[src/rtl/seg7_scan_drv.sv]
// seg7_scan_drv: 8-digit multiplexed 7-segment driver with frame-aligned shadow capture and blink
module seg7_scan_drv #(
    parameter int SCAN_DIV  = 17,
    parameter int BLINK_DIV = 25
) (
    input  logic        clk,
    input  logic        rst,
    input  logic        EN,
    input  logic [31:0] Disp_num,
    input  logic [7:0]  LE,
    input  logic [7:0]  point,
    output logic [7:0]  AN,
    output logic [7:0]  SEGMENT,
    output logic        frame_done
);
    localparam int SW = SCAN_DIV + 3;
    localparam logic [111:0] HEX = {7'h0E, 7'h06, 7'h21, 7'h46, 7'h03, 7'h08, 7'h10, 7'h00,
                                    7'h78, 7'h02, 7'h12, 7'h19, 7'h30, 7'h24, 7'h79, 7'h40};
    logic [SW-1:0]        scan_cnt;
    logic [BLINK_DIV-1:0] blink_cnt;
    logic                 blink_ph;
    logic [31:0]          sh_num;
    logic [7:0]           sh_le, sh_pt;
    logic [2:0]           d;
    logic [3:0]           nib;
    logic                 wrap;
    logic [7:0]           an_nx, seg_nx;
    always_comb begin
        d      = scan_cnt[SW-1:SCAN_DIV];
        nib    = sh_num[{d, 2'b00} +: 4];
        wrap   = &scan_cnt;
        an_nx  = ~(8'b1 << d);
        seg_nx = (blink_ph && sh_le[d]) ? 8'hFF : {~sh_pt[d], HEX[7*int'(nib) +: 7]};
    end
    always_ff @(posedge clk) begin
        if (rst) begin
            scan_cnt   <= '0;
            blink_cnt  <= '0;
            blink_ph   <= 1'b0;
            sh_num     <= '0;
            sh_le      <= '0;
            sh_pt      <= '0;
            AN         <= 8'hFF;
            SEGMENT    <= 8'hFF;
            frame_done <= 1'b0;
        end else begin
            scan_cnt   <= scan_cnt + SW'(1);
            blink_cnt  <= blink_cnt + BLINK_DIV'(1);
            blink_ph   <= blink_ph ^ (&blink_cnt);
            AN         <= an_nx;
            SEGMENT    <= seg_nx;
            frame_done <= wrap;
            if (wrap && EN) begin
                sh_num <= Disp_num;
                sh_le  <= LE;
                sh_pt  <= point;
            end
        end
    end
endmodule

[config.mk]
export PLATFORM = sky130hd
export DESIGN_NAME = seg7_scan_drv
export DESIGN_NICKNAME = d
export VERILOG_FILES = /design/src/rtl/seg7_scan_drv.sv
export SDC_FILE = /design/constraint.sdc
export NUM_CORES = 1
export LEC_CHECK = 0
export CAP_MARGIN = 20
export CORE_MARGIN = 2
export CORE_UTILIZATION = 57
export CTS_CLUSTER_SIZE = 16
export DETAILED_ROUTE_END_ITERATION = 10
export DONT_BUFFER_PORTS = 1
export HOLD_SLACK_MARGIN = 0.12
export PLACE_DENSITY = 0.78
export SYNTH_ARGS = -nofsm -noshare
export SYNTH_HDL_FRONTEND = slang
export SYNTH_SLANG_ARGS = --single-unit
[constraint.sdc]
create_clock -name clk -period 2.1 [get_ports clk]
set_input_delay 0.315 -clock clk [delete_from_list [all_inputs] [get_ports clk]]
set_output_delay 0.315 -clock clk [all_outputs]
set_load 0.02 [all_outputs]
; Word-level counts from Yosys, hierarchy flattened
; Index checks and enable logic that the tools add are counted.
[op_classes]
reduce_logical = 5
div = 0
muxes = 4
n_shift = 3
order_cmp = 1
n_bitwise = 3
addsub = 2
n_eq_ne = 0
n_mul = 1
[op_table]
columns = cell, count
row1 = $shiftx 112x8->7 const A, 1
row2 = $shiftx 32x6->4, 1
row3 = $add 25x1->25 const B, 1
row4 = $reduce_and 25->1, 1
row5 = $add 20x1->20 const B, 1
row6 = $reduce_and 20->1, 1
row7 = $not 8->8, 1
row8 = $shl 1x3->8 const A, 1
row9 = $mul 3x4->7 const A, 1
row10 = $bmux 1 s3, 2
row11 = $lt 3x4->1 const B, 1
row12 = $logic_and 1x1->1, 2
row13 = $mux 1, 2
row14 = $reduce_or 2->1, 1
row15 = $not 1->1, 1
row16 = $xor 1x1->1, 1
[totals]
register_bits = 111
in_bits = 51
n_memories = 0
latchBits = 0
romBits = 0
ramBits = 0

; Depth between registers and ports, before layout
[logic_depth]
ltp_word = 4
depth_mapped = 10

; Worst setup path before layout
; Ideal clock, no wire load.
[synth_path]
kind = reg2reg
from = reg scan_cnt[17]
to = reg SEGMENT[3]
t_arrival_ns = 2.094
setup_time_ns = 0.131
path_slack_ns = -0.125
stages_incl_launch_ff = 10
required_ns = 1.969
synth_period_minus_slack_ns = 2.225
path_cell_list = dfxtp_1 buf_6 mux4_1 mux2i_1 inv_1 ha_1 inv_1 nor3_1 a211oi_1 o21ai_0
[synth_via]
elab_chain_len = 4
word_cells_on_any_way = 7
cone_classes = mul (1) / shift (2) / mux (2) / reduce/logical (2)
[synth_lines]
columns = item, line_no
row1 = start: declaration, 19  ; logic [SW-1:0] scan_cnt;
row2 = start signal: assignment, 47  ; scan_cnt <= scan_cnt + SW'(1);
row3 = "parallel branches: the longest is 4 deep, another holds $mul 3x4->7", n/a
row4 = end signal: assignment, 51  ; SEGMENT <= seg_nx;
row5 = end: declaration, 13  ; output logic [7:0] SEGMENT,
; Parallel ways; which one is timed is not known. The select of a mux whose other input is x is not followed.
; A chain may end at the register's enable or synchronous reset.

; Worst setup path in the final report
; Ends and elaborated chain as after synthesis.

==> flow_metrics.tcl <==
set metrics [dict create \
    run_status "finished with violations" \
    violations "negative setup slack" \
    grt_max_degree 89 \
    p_sw_uw 852 \
    dr.pass1.iters 5 \
    syn_inst 521 \
    rows 32 \
    die-area_um2 8910 \
    max_stage_delay_ns 0.55 \
    slowest_stage "mux4_2" \
    p_int_mw 2.66 \
    worstMarginPinSlew_ns 0.595 \
    post-route-util 0.719 \
    drive_above_1_share 0.108 \
    path_max_fanout 5 \
    antenna_found_initial 1 \
    critical_path_class "flip-flop to flip-flop" \
    syn2layout_area_growth_pct 20.5 \
    clkLatencyLatePin_ns 0.38 \
    dp_hpwl_mm 6.63 \
    drtIter0Drc 209 \
    clock_skew_ns 0.0131 \
    yosysWarnings 0 \
    max-slew-margin-rel 0.600 \
    synth.area.top_cells "dfxtp_1 (48%), nand2_1 (9.3%), a21oi_1 (5.7%)" \
    crit_required_ns 2.37 \
    nets 639 \
    power_mw 3.51 \
    synth_top_cell_area_share 0.477 \
    dieHeight_um 94.4 \
    clock.fmax_ghz 0.473 \
    drc 0 \
    hold_viol_final 0 \
    wl_per_cell_um 15.9 \
    cts_buffers 9 \
    reg2reg_setup_slack_ns -0.01 \
    cts_max_level 3 \
    ant_nets 0 \
    layout.cells.non_filler 688 \
    crit_family "multiplexers" \
    place_congestion 0.845 \
    period_minus_slack_ns 2.11 \
    arrival_ns 2.38 \
    synth_seq_cells 111 \
    crit_buf_inv 2 \
    postPlaceCellArea_um2 4810 \
    final_common_cell "nand2_1" \
    p_sw_frac 0.242 \
    post-route-period-util 1.01 \
    core_area_um2 7810 \
    vias_per_cell 5.67 \
    setup_viol 1 \
    max-vdd-ir-drop_v 0.000357 \
    crit_chain "mux4_2 > mux2i_4 > inv_2 > ha_1 > inv_1 > nor3_1 > a211oi_1 > o21ai_1" \
    fin_area_um2 5620 \
    grt_util_all_layers 0.258 \
    maxCapViolCount 0 \
    p_leak_nw 1.98 \
    cts_tree "done" \
    startpoint_type "flip-flop" \
    fin_setup_tns_ns -0.0144 \
    finalMaxSlewViolations 0 \
    synth_area_um2 4660 \
    endpoint_kind "flip-flop" \
    avgSynthCellArea_um2 8.94 \
    synthDistinctLibCells 43 \
    port_buffers 0 \
    pwr-share-comb 0.039 \
    pwr_density_cell_nw_per_um2 626 \
    p_clk_frac 0.351 \
    grt_pass1_wl_mm 18.0 \
    post-place-ws_ns -0.128 \
    hold_slack_ns 0.283 \
    overflow 0 \
    wl_mm 10.9 \
    rsz0062_at_grt "true" \
    grt_pass1_vias 3779 \
    final_cell_mix "nand2_1 (115), dfxtp_1 (110), dlygate4sd3_1 (57)" \
    seq_area_frac_synth 0.477 \
    dp.cells 612 \
    die_w_um 94.4 \
    finalWorstSetupSlack_ns -0.0144 \
    start_util 0.597 \
    cts_sinks 111 \
    p_seq_frac 0.609 \
    syn_nets 580 \
    num_vias 3898 \
    clock_path_buffers 2 \
    ios 68 \
    min_path_type "primary input to flip-flop" \
    yosysTopAreaCell "dfxtp_1" \
    clkTransAtPathRegs_ns 0.11 \
    cts_root_buf "clkbuf_8" \
]
## routing by layer
layer | wire (µm) | GRT usage | vias to the layer above
met3 | 705 | 0.0567 | 41
met2 | 5140 | 0.405 | 154
met5 | 0 | 0 | -
met4 | 418 | 0.138 | 0
met1 | 4650 | 0.335 | 1826
li1 | - | - | 1877
## state kept, by name, summed over array words and instances, names as in the netlist
name,flops
sh_num,32
AN,8
sh_le,8
frame_done,1
blink_cnt,25
blink_ph,1
sh_pt,8
scan_cnt,20
SEGMENT,8
## final timing paths
kind                              startpoint            to  cells after the start
worst max-delay path            scan_cnt[17]    SEGMENT[3]                      8
worst min-delay path                     rst  scan_cnt[14]                      2
worst max register to register  scan_cnt[17]    SEGMENT[3]                      8
worst min register to register    sh_num[22]    sh_num[22]                      2
## power groups by stage
| stage | registers [mW] | clock network, mW | logic [mW] |
|---|---|---|---|
| final | 2.14 | 1.23 | 0.139 |
| after global routing | 2.14 | 1.34 | 0.149 |
| after CTS | 2.14 | 1.24 | 0.135 |
| after detailed placement | 2.19 | 0 | 0.0285 |
| after global placement | 2.19 | 0 | 0.0269 |
| after floorplan | 2.19 | 0 | 0.0482 |
## what timing repair did
action,CTS,global route
endpoints found under the setup margin,5,8
endpoints found under the hold margin,108,0
pin swaps,1,3
buffers inserted,0,1
resized for setup,6,6
hold buffers,58,0
## Yosys cell counts, drive strengths merged
cell and n:
clkbuf 9, a22oi 1, nand3 22, nand2b 1, inv 9, mux2 5, nand4 11, or3 3
mux2i 7, xor2 26, o22a 1, buf 17, and2 1, ha 8, o22ai 1, nor3 8
dfxtp 111, nor2b 5, a211oi 2, and3 9, nor4 2, a22o 1, o21a 2, a21oi 54
o31ai 1, nor2 51, o21ai 9, nand2 115, o221ai 3, and4 3, mux4 10, xnor2 13
## cell families (layout without fill, tap and decap cells)
logic type / Yosys count / in the layout / share of synthesized area
compound gates: 75 / 75 / 0.0916
xor+xnor: 39 / 39 / 0.0733
fa+ha+maj: 8 / 8 / 0.0215
buf+inv: 35 / 99 / 0.0368
flops: 111 / 111 / 0.477
mux: 22 / 22 / 0.0795
other cells: 0 / 1 / 0
simple gates: 231 / 231 / 0.220
## final cells by class
type | instances | area, µm²
Inverter | 9 | 33.8
Antenna cell | 1 | 2.50
Fill cell | 554 | 2190
Clock inverter | 7 | 65.1
Tap cell | 102 | 128
Multi-Input combinational cell | 375 | 2290
Sequential cell | 111 | 2230
Timing Repair Buffer | 74 | 743
Clock buffer | 9 | 124
Note: power is estimated with default switching activity, not from simulation.
